==> src/rtl/arr_arbiter.sv <==
// Two-kernel round-robin arbiter with grant locking in front of a single-port array.
// The host has absolute priority and is passed straight through to the array port.
module arr_arbiter #(
  parameter int DATA_W   = 64,
  parameter int ADDR_W   = 4,
  parameter int LOCK_MAX = 16
) (
  input  logic              clk,
  input  logic              rst,
  input  logic              host_sel,
  input  logic              host_we,
  input  logic [ADDR_W-1:0] host_addr,
  input  logic [DATA_W-1:0] host_wdata,
  output logic [DATA_W-1:0] host_rdata,
  input  logic              k0_req,
  input  logic              k0_we,
  input  logic              k0_lock,
  input  logic [ADDR_W-1:0] k0_addr,
  input  logic [DATA_W-1:0] k0_wdata,
  output logic              k0_gnt,
  output logic              k0_rvalid,
  output logic [DATA_W-1:0] k0_rdata,
  input  logic              k1_req,
  input  logic              k1_we,
  input  logic              k1_lock,
  input  logic [ADDR_W-1:0] k1_addr,
  input  logic [DATA_W-1:0] k1_wdata,
  output logic              k1_gnt,
  output logic              k1_rvalid,
  output logic [DATA_W-1:0] k1_rdata,
  output logic              mem_we,
  output logic [ADDR_W-1:0] mem_addr,
  output logic [DATA_W-1:0] mem_wdata,
  input  logic [DATA_W-1:0] mem_rdata
);

  localparam int CNT_W = $clog2(LOCK_MAX + 1);

  typedef enum logic [1:0] {IDLE, OWN0, OWN1} state_t;

  state_t           state_q, state_d;
  logic             rr_q, rr_d;
  logic [CNT_W-1:0] cnt_q, cnt_d;
  logic [CNT_W-1:0] cnt_inc;
  logic             tag0_q, tag0_d;
  logic             tag1_q, tag1_d;
  logic             gnt0, gnt1;
  logic             owner_lock;

  // Host cycles and reset cycles freeze the arbiter: no grants, no state movement.
  always_comb begin
    state_d    = state_q;
    rr_d       = rr_q;
    cnt_d      = cnt_q;
    cnt_inc    = '0;
    gnt0       = 1'b0;
    gnt1       = 1'b0;
    owner_lock = 1'b0;
    if (!host_sel && !rst) begin
      unique case (state_q)
        IDLE: begin
          if (k0_req && (!k1_req || !rr_q)) gnt0 = 1'b1;
          else if (k1_req)                  gnt1 = 1'b1;
        end
        OWN0:    gnt0 = k0_req;
        OWN1:    gnt1 = k1_req;
        default: ;
      endcase

      if (gnt0 || gnt1) begin
        cnt_inc    = (state_q == IDLE) ? CNT_W'(1) : cnt_q + CNT_W'(1);
        owner_lock = gnt0 ? k0_lock : k1_lock;
        if (owner_lock && (cnt_inc < CNT_W'(LOCK_MAX))) begin
          state_d = gnt0 ? OWN0 : OWN1;
          cnt_d   = cnt_inc;
        end else begin
          state_d = IDLE;
          rr_d    = gnt0;
          cnt_d   = '0;
        end
      end else if (state_q != IDLE) begin
        // Owner dropped its request: hand preference to the other kernel.
        state_d = IDLE;
        rr_d    = (state_q == OWN0);
        cnt_d   = '0;
      end
    end
  end

  always_comb begin
    tag0_d = gnt0 && !k0_we;
    tag1_d = gnt1 && !k1_we;
  end

  always_comb begin
    mem_we    = 1'b0;
    mem_addr  = '0;
    mem_wdata = '0;
    if (host_sel) begin
      mem_we    = host_we;
      mem_addr  = host_addr;
      mem_wdata = host_wdata;
    end else if (gnt0) begin
      mem_we    = k0_we;
      mem_addr  = k0_addr;
      mem_wdata = k0_wdata;
    end else if (gnt1) begin
      mem_we    = k1_we;
      mem_addr  = k1_addr;
      mem_wdata = k1_wdata;
    end
  end

  always_ff @(posedge clk) begin
    if (rst) begin
      state_q <= IDLE;
      rr_q    <= 1'b0;
      cnt_q   <= '0;
      tag0_q  <= 1'b0;
      tag1_q  <= 1'b0;
    end else begin
      state_q <= state_d;
      rr_q    <= rr_d;
      cnt_q   <= cnt_d;
      tag0_q  <= tag0_d;
      tag1_q  <= tag1_d;
    end
  end

  assign k0_gnt     = gnt0;
  assign k1_gnt     = gnt1;
  assign k0_rvalid  = tag0_q && !rst;
  assign k1_rvalid  = tag1_q && !rst;
  assign k0_rdata   = mem_rdata;
  assign k1_rdata   = mem_rdata;
  assign host_rdata = mem_rdata;

endmodule

==> config.mk <==
export PLATFORM = sky130hd
export DESIGN_NAME = arr_arbiter
export DESIGN_NICKNAME = d
export VERILOG_FILES = /design/src/rtl/arr_arbiter.sv
export SDC_FILE = /design/constraint.sdc
export NUM_CORES = 1
export LEC_CHECK = 0
export BUFFER_PORTS_ARGS = -buffer_cell sky130_fd_sc_hd__buf_2
export CORE_AREA = 2 2 209 211
export CTS_CLUSTER_DIAMETER = 50
export DETAILED_ROUTE_END_ITERATION = 16
export DIE_AREA = 0 0 211 213
export PLACE_DENSITY = 0.42
export SLEW_MARGIN = 10
export SYNTH_ARGS = -nofsm -noshare
export SYNTH_HDL_FRONTEND = slang
export SYNTH_SLANG_ARGS = --single-unit
==> constraint.sdc <==
create_clock -name clk -period 1.4 [get_ports clk]
set_input_delay 0 -clock clk [delete_from_list [all_inputs] [get_ports clk]]
set_output_delay 0 -clock clk [all_outputs]
set_load 0.02 [all_outputs]
== Word level (Yosys, flattened, before mapping) ==
Index checks and enable logic that the tools add are counted.
Widths: inputs -> output; s select.
Word-level totals
  bits in registers: 10
  bits in latches: 0
  RAM bits: 0
  ROM bits: 0
  input bits: 278
  output and inout port bits: 265
  logic and storage cells: 60
  memories kept: 0
Cells by class
  add/sub/neg operators: 1
  multipliers: 0
  div/mod/pow operators: 0
  order comparisons: 1
  equal/unequal tests: 3
  shifts and indexed selects: 0
  muxes and demuxes: 30
  bitwise gates (word level): 0
  reduce and logical (&&, ||, !) cells: 20
Operator list (count)
  $mux 64: 3
  $mux 5: 4
  $mux 1: 14
  $mux 4: 3
  $mux 2: 4
  $logic_and 1x1->1: 7
  $logic_not 1->1: 6
  $add 5x1->5 const B: 1
  $lt 5x5->1 const B: 1
  $pmux 1 s2: 2
  $reduce_bool 2->1: 2
  $reduce_and 3->1: 1
  $eq 2x1->1 const B: 1
  $eq 2x2->1 const B: 1
  $logic_not 2->1: 1
  $logic_or 1x1->1: 2
  $ne 2x2->1 const B: 1
  $reduce_and 2->1: 1

== Depth between registers and ports, before layout ==
Gate-level depths: netlist (run 1).
  depth after elaboration: 10
  depth in mapped cells: 7
  gate-level depth less buffers: 6

== Worst setup path after synthesis (run 1) ==
OpenSTA, ideal clock, no wires.
  kind: register -> register
  start: register cnt_q[0]
  end: register cnt_q[3]
  library setup time: 0.120 ns
  data arrival time: 1.425 ns
  data required time: 1.280 ns
  setup slack: -0.144 ns
  cell stages (with the launch flop): 7
  path buffers: 0
  clock period less this slack: 1.544 ns
  cell sequence: dfxtp_1 -> ha_1 -> nand3_1 -> mux2i_2 -> a21oi_1 -> nor2b_1 -> o31a_1
Between the ends
  cells in the longest elaborated chain, start to end: 6
Ends and longest elaborated chain
  start, declared: RTL line 43  | logic [CNT_W-1:0] cnt_q, cnt_d;
  start signal, assigned: RTL line 124  | cnt_q <= cnt_d;
  $add 5x1->5 *: RTL line 71  | cnt_inc = (state_q == IDLE) ? CNT_W'(1) : cnt_q + CNT_W'(1);
  $mux 5 *: RTL line 71
  $lt 5x5->1: RTL line 73  | if (owner_lock && (cnt_inc < CNT_W'(LOCK_MAX))) begin
  $logic_and 1x1->1: RTL line 73
  $mux 5 *: RTL line 73
  $mux 5 *: RTL line 70  | if (gnt0 || gnt1) begin
Every way passes the cells marked *; elsewhere a longest branch is shown, timed or not.
A chain may end at the register's enable or synchronous reset.

== Worst setup path in the final report (run 1) ==
  start: register state_q[1]
  end: output port mem_wdata[4]
Between the ends
  cells in the longest elaborated chain, start to end: 7
  elaborated cells between the ends (all ways): 12
  classes of those cells: eq/ne: 2; mux: 9; reduce/logical: 1
Ends and longest elaborated chain
  start, declared: RTL line 41  | state_t state_q, state_d;
  start signal, assigned: RTL line 122  | state_q <= state_d;
  $eq 2x2->1 / $logic_not 2->1 (equally long branches): RTL line 60  | unique case (state_q)
  $pmux 1 s2: RTL line 60
  $mux 1 (2 in a row): RTL line 59  | if (!host_sel && !rst) begin
  $mux 64: RTL line 107  | end else if (gnt1) begin
  $mux 64 *: RTL line 103  | end else if (gnt0) begin
  $mux 64 *: RTL line 99  | if (host_sel) begin
  end, declared: RTL line 33  | output logic [DATA_W-1:0] mem_wdata,
Every way passes the cells marked *; elsewhere a longest branch is shown, timed or not. The select of a mux whose other input is x is not followed.

==> flow_summary.toml, run 1 <==
[finish]
stdcell_area_mm2 = 0.00493
fin_cells = 1117
fillers = 4952
syn_to_final_growth_pct = 55.1
nNetsFinal = 849
drive_gt1_share_pct = 67.0

[run_status]
status = "finished with violations"
violations = "setup timing"

[worst_setup_path]
cp-end-kind = "output port"
cpMostUsedCell = "buf_12"
path_class = "register to output port"
path_cells = "buf_6 -> nand2b_4 -> o211a_4 -> buf_12 -> buf_12 -> buf_12 -> a222oi_1 -> inv_1 -> buf_2"
startpoint_type = "register"
critPathArrivalTime_ns = 2.19
cpMaxStageDelayCell = "a222oi_1"
path_max_fanout = 7
cp.required_ns = 1.40
slowest_delay_ns = 0.42

[sta]
finalHoldViolCount = 0
maxSlewHeadroom_pct = 49.8
setup_slack_ns = -0.787
fin_crit_sh_pct = 156
skew_ns = 0.00226
worstMarginPinSlew_ns = 0.753
tns_ns = -40.42
rsz0062_at_grt = "true"
setup_viol = 78
drv_slew = 0
timing.fmax_ghz = 0.457
fin_crit_ns = 2.19

[logic_synthesis]
syn-num-nets = 708
syn-cell-area_mm2 = 0.00318
synthCells = 429
synth_cell_type_count = 38
ys_ff_latch = 10
yosysSeqAreaShare_pct = 6.30
synthFlopType = "dfxtp_1"
synth_edf_count = 0
ys_async_sr_fraction_pct = 0
syn_avg_cell_area_um2 = 7.40
synth_warnings = 0

[cts]
clkTransAtPathRegs_ns = 0.05
clock_latency_ns = 0.24
ctsLongestPathBuffers = 2
root_buffer = "clkbuf_16"
cts-buffers-inserted = 3
cts_tree = "built"
cts.sinks = 10
cts_max_level = 1

[global_routing]
grt_pass1_vias = 3478
grt_pass1_wl_um = 26200
track_usage_pct = 8.24
antenna_found_initial = 7
overflow = 0
grt_max_degree = 35

[run]
cap_viol_max_count = 0

[drt]
drt_iter0_drc = 385
first_pass_iters = 9
viasPerCell = 3.34
drc = 0
detail_route.wl_per_cell_um = 18.8
finalWirelength_um = 20900
vias = 3728
detail-route-antenna-nets = 0

[floorplan]
start_util_pct = 7.44
io_pins = 543
die_y_um = 213
die_w_um = 211
rows = 76
core_area_mm2 = 0.0427
die-area_mm2 = 0.0449

[pwr]
irDropWorstVdd_v = 0.000390
leakage_nw = 2.54
powerDensity_mw_per_mm2 = 491
power_mw = 2.42

[placed_design]
hpwl_um = 17500
gp_congestion = 0.819
portBuffers = 286
pre_cts_ws_ns = -0.657
placed_cells = 1081
dpl_cell_area_mm2 = 0.00410

[worst_hold_path]
hp-class = "input port to output port"
-- per-stage QoR --
stage	util [%]	hold WS, ns
global placement	9.60	0.000263
detailed placement	9.60	0.000263
CTS	10.5	0.000263
finish	11.5	0.00000473
floorplan	-	0.0716
global route	11.5	0.0000788
-- state kept, by name, indices dropped and copies added, names as in the netlist --
name     cells
tag0_q       1
state_q      2
cnt_q        5
rr_q         1
tag1_q       1
-- worst paths after layout --
kind                       from      endpoint  slack [ns]  cells after the start
hold reg to reg        cnt_q[4]      cnt_q[4]        0.57                      1
setup reg to reg     state_q[1]      cnt_q[2]       -0.27                      6
setup / recovery     state_q[1]  mem_wdata[4]       -0.79                      9
hold / removal    mem_rdata[25]  k0_rdata[25]    0.000005                      0
-- where the power goes --
group | switching [mW] | leakage, nW | internal [mW]
logic | 0.794 | 2.42 | 0.735
clock network | 0.158 | 0.0442 | 0.432
registers | 0.00591 | 0.0825 | 0.294
-- area by class of cell --
class / count / area [µm²] / share of cell area [%]
Timing Repair Buffer: 353 / 2440 / 49.5
Tap cell: 546 / 683 / 13.9
Clock buffer: 4 / 88.8 / 1.80
Sequential cell: 10 / 204 / 4.14
Inverter: 69 / 259 / 5.26
Multi-Input combinational cell: 133 / 1250 / 25.3
Antenna cell: 2 / 5.00 / 0.102
-- placed cells by master, fill, tap and decap left out, types with 3 or more instances in the layout --
cell type,instances
buf_2,259
a222oi_1,69
inv_1,66
buf_6,38
buf_4,31
buf_12,10
nor2_1,7
clkbuf_16,7
dfxtp_1,7
buf_8,7
a21oi_1,4
inv_2,3
nor2b_1,3
nand2_1,3
nor3_1,3
o21ai_0,3
dfxtp_2,3
-- cell families (layout without fill, tap and decap cells) --
| group | Yosys count | count (layout) | share of synthesized area, % |
|---|---|---|---|
| muxes | 1 | 1 | 0.433 |
| AOI/OAI and AO/OA | 92 | 92 | 27.1 |
| DFF | 10 | 10 | 6.30 |
| buffers and inverters | 286 | 426 | 58.5 |
| adders and majority gates | 1 | 1 | 0.394 |
| other | 0 | 2 | 0 |
| and+or+nand+nor | 39 | 39 | 7.25 |
-- synthesized netlist by cell type, types with 2 or more instances --
cell type  instances  area, µm²
buf_2              9       45.0
nand2_1            4       15.0
inv_1             69        259
a21oi_1            7       35.0
nand2b_1           3       18.8
nand3_1            2       10.0
a222oi_1          69        691
dfxtp_1           10        200
nor2_1            10       37.5
and2b_1            2       15.0
nor3_1             3       15.0
o21ai_0            4       20.0
a31oi_1            2       12.5
nor2b_1            4       25.0
buf_4            192       1440
clkbuf_1           9       33.8
nand3b_1           2       15.0
and3b_1            2       17.5
buf_6              7       78.8
-- timing repair --
item / 4_1_cts / 5_1_grt
endpoints found under the hold margin: 2 / 0
setup buffers: 9 / 16
resized for setup: 41 / 71
cloned: 2 / 4
pin swaps: 12 / 28
setup endpoints to repair: 78 / 80
hold buffers: 2 / 0
-- metal layers --
| metal | vias to the layer above | part of all wire (%) | track usage (%) |
|---|---|---|---|
| met4 | 6 | 2.7 | 2.16 |
| met3 | 39 | 13 | 3.56 |
| met1 | 1694 | 39 | 10.1 |
| li1 | 1620 | - | - |
| met5 | - | 0.20 | 0 |
| met2 | 369 | 46 | 13.2 |
-- critical path: cells and delay by family, from the launching register on --
kind                   cells  cell delay [ns]
buffers and inverters      6             0.79
AOI/OAI and AO/OA          2             0.68
and+or+nand+nor            1             0.14
DFF                        1             0.32
No activity file was read; power rests on OpenSTA's default activity.
==> run 2: changes to the inputs <==
--- a/config.mk
+++ b/config.mk
@@ -5,11 +5,12 @@
 export SDC_FILE = /design/constraint.sdc
 export NUM_CORES = 1
 export LEC_CHECK = 0
+export ABC_AREA = 1
 export BUFFER_PORTS_ARGS = -buffer_cell sky130_fd_sc_hd__buf_2
-export CORE_AREA = 2 2 209 211
+export CORE_AREA = 2 2 210 212
 export CTS_CLUSTER_DIAMETER = 50
 export DETAILED_ROUTE_END_ITERATION = 16
-export DIE_AREA = 0 0 211 213
+export DIE_AREA = 0 0 212 214
 export PLACE_DENSITY = 0.42
 export SLEW_MARGIN = 10
 export SYNTH_ARGS = -nofsm -noshare
==> flow_summary.toml, run 2 <==
[run_status]
status = "finished with violations"
violations = "setup timing"

[worst_setup_path]
critPathArrivalTime_ns = 1.69
slowest_delay_ns = 0.32
startpoint_type = "register"
cp.required_ns = 1.40
path_class = "register to output port"
cpMaxStageDelayCell = "dfxtp_2"
crit_family = "buffers and inverters"
path_max_fanout = 6
path_cells = "inv_2 -> nand2_4 -> nor2_4 -> nor3_4 -> buf_6 -> buf_12 -> buf_16 -> nand2_4 -> nand3_2 -> buf_6"
cp-end-kind = "output port"
worst-path-buf-inv = 5

[finish]
syn_to_final_growth_pct = 85.1
top_regs = "cnt_q x5, state_q x2"
final_common_cell = "buf_2"
drive_gt1_share_pct = 69.1
fillers = 4977
nNetsFinal = 992
fin_cells = 1299
top_register = "cnt_q"
fin_util_pct = 13.9
largest_register_ffs = 5
final_cell_mix = "215 x buf_2, 157 x nand2_1, 66 x buf_6"

[sta]
skew_ns = 0.00149
worstMarginPinSlew_ns = 0.461
fin_crit_ns = 1.69
rsz0062_at_grt = "true"
fin_crit_sh_pct = 120
finalHoldViolCount = 0
maxSlewHeadroom_pct = 69.3
setup_viol = 76
timing.fmax_ghz = 0.593
drv_slew = 0
setup_slack_ns = -0.285

[cts]
cts_max_level = 1
clock_latency_ns = 0.24
cts_tree = "built"
ctsLongestPathBuffers = 2
root_buffer = "clkbuf_16"
clkTransAtPathRegs_ns = 0.04
cts.sinks = 10
cts-buffers-inserted = 3

[drt]
detail_route.wl_per_cell_um = 16.9
drc = 0
viasPerCell = 3.14
finalWirelength_um = 21900
vias = 4080
drt_iter0_drc = 148
detail-route-antenna-nets = 0
first_pass_iters = 4

[pwr]
combPwrFrac_pct = 66.1
irDropWorstVdd_v = 0.000327
leakage_nw = 3.22
pwr-share-seq_pct = 11.4
switching_share_pct = 40.2
switchingPower_mw = 1.05
p_int_mw = 1.56
powerDensity_mw_per_mm2 = 438
pwr-share-clk_pct = 22.5

[floorplan]
die-area_mm2 = 0.0454
io_pins = 543
core_area_mm2 = 0.0429
rows = 76
die_w_um = 212
start_util_pct = 7.50
die_y_um = 214

[logic_synthesis]
syn_avg_cell_area_um2 = 5.60
syn-cell-area_mm2 = 0.00322
yosysSeqAreaShare_pct = 6.23
synthCells = 574
synth_commonest_cells = "222 x nand2_1, 192 x buf_4, 79 x nand3_1, 15 x buf_2, 13 x inv_1"
synth_edf_count = 0
post-synth-top-count-cell = "nand2_1"
synth_top_area_cell = "buf_4"
synthFlopType = "dfxtp_1"
synth_top_area_share_pct = 44.8
synthTopCellsByArea = "buf_4 45%, nand2_1 26%, nand3_1 12%, dfxtp_1 6.2%, buf_2 2.3%"
synth_cell_type_count = 18
synth_warnings = 0
ys_async_sr_fraction_pct = 0
syn-num-nets = 853
ys_ff_latch = 10

[global_routing]
grt_pass1_vias = 4109
grt_pass1_wl_um = 27800
overflow = 0
track_usage_pct = 8.58
grt_use_met1_pct = 9.48
antenna_found_initial = 5
busiest_layer = "met2"
grt_max_degree = 42
use_met2_pct = 14.8
grt.met3_usage_pct = 2.83

[placed_design]
pre_cts_ws_ns = -0.451
placed_cells = 1259
hpwl_um = 14900
portBuffers = 286
gp_congestion = 0.806

[worst_hold_path]
hp-class = "input port to output port"

[run]
cap_viol_max_count = 0
## run 2: cell types whose count changed in the layout (fill, tap and decap cells not counted), moves of 5 or more
cell,change
nand3_1,+20
inv_1,-57
buf_6,+28
buf_12,-5
nand3_2,+56
buf_16,+7
buf_2,-44
a222oi_1,-69
buf_4,+12
nand2_1,+154
nand2_2,+15
nand2_4,+49
## run 2: final timing paths
check / to / cells after the start / startpoint / slack [ns]
max: mem_wdata[6] / 10 / state_q[1] / -0.29
min: k1_rdata[45] / 0 / mem_rdata[45] / 0.00001
max reg2reg: state_q[1] / 9 / state_q[1] / -0.13
min reg2reg: cnt_q[4] / 2 / cnt_q[4] / 0.48
## run 2: cells by family after synthesis
family / share of synthesized area (%)
adder cells (fa/ha/maj): 0.389
AO/OA/AOI/OAI: 2.10
flip-flops: 6.23
buffers and inverters: 49.7
AND/OR/NAND/NOR: 41.6
## run 2: per-layer routing
| layer | vias to the layer above | share of wire, % | wire, µm |
|---|---|---|---|
| met5 | - | 0.041 | 9 |
| met4 | 2 | 4.3 | 942 |
| met3 | 92 | 9.8 | 2160 |
| met2 | 259 | 48 | 10500 |
| met1 | 1833 | 38 | 8330 |
| li1 | 1894 | - | - |
## run 2: final cells by class
class	count	area (µm²)	share of cell area (%)
Antenna cell	2	5.00	0.0841
Inverter	14	60.1	1.01
Multi-Input combinational cell	335	2170	36.4
Sequential cell	10	206	3.47
Tap cell	585	732	12.3
Timing Repair Buffer	349	2690	45.2
Clock buffer	4	88.8	1.49
## run 2: per-stage QoR
stage	hold WS (ns)	TNS [ns]	area, µm²	total power, mW
4_1_cts	0.000263	-16.64	5290	2.45
6_report	0.00000953	-15.83	5950	2.60
2_1_floorplan	0.0785	0	3220	1.60
5_1_grt	0.0000653	-23.85	5950	2.75
3_3_place_gp	0.000263	-14.08	4090	1.46
3_5_place_dp	0.000263	-14.09	4090	1.46
## run 2: power groups by stage
| stage | sequential (mW) | clock (mW) | combinational, mW |
|---|---|---|---|
| 6_report | 0.297 | 0.586 | 1.72 |
| 5_1_grt | 0.298 | 0.611 | 1.84 |
| 4_1_cts | 0.298 | 0.594 | 1.56 |
| 3_5_place_dp | 0.301 | 0 | 1.16 |
| 3_3_place_gp | 0.301 | 0 | 1.15 |
| 2_1_floorplan | 0.300 | 0 | 1.30 |
## run 2: timing repair
| action | in CTS | in global routing |
|---|---|---|
| resized for setup | 210 | 149 |
| pin swaps | 19 | 20 |
| endpoints found under the hold margin | 1 | 0 |
| cloned | 10 | 5 |
| setup buffers | 18 | 5 |
| setup endpoints to repair | 75 | 78 |
| hold buffers | 1 | 0 |
## run 2: worst register-to-register path, stage by stage, from the launching register on
cell and delay [ns]:
dfxtp_2 0.32, inv_2 0.05, nand2_4 0.07, nor2_4 0.04, nor3_4 0.25, buf_6 0.21, buf_12 0.17, buf_6 0.11
o211ai_1 0.08, a21oi_1 0.15
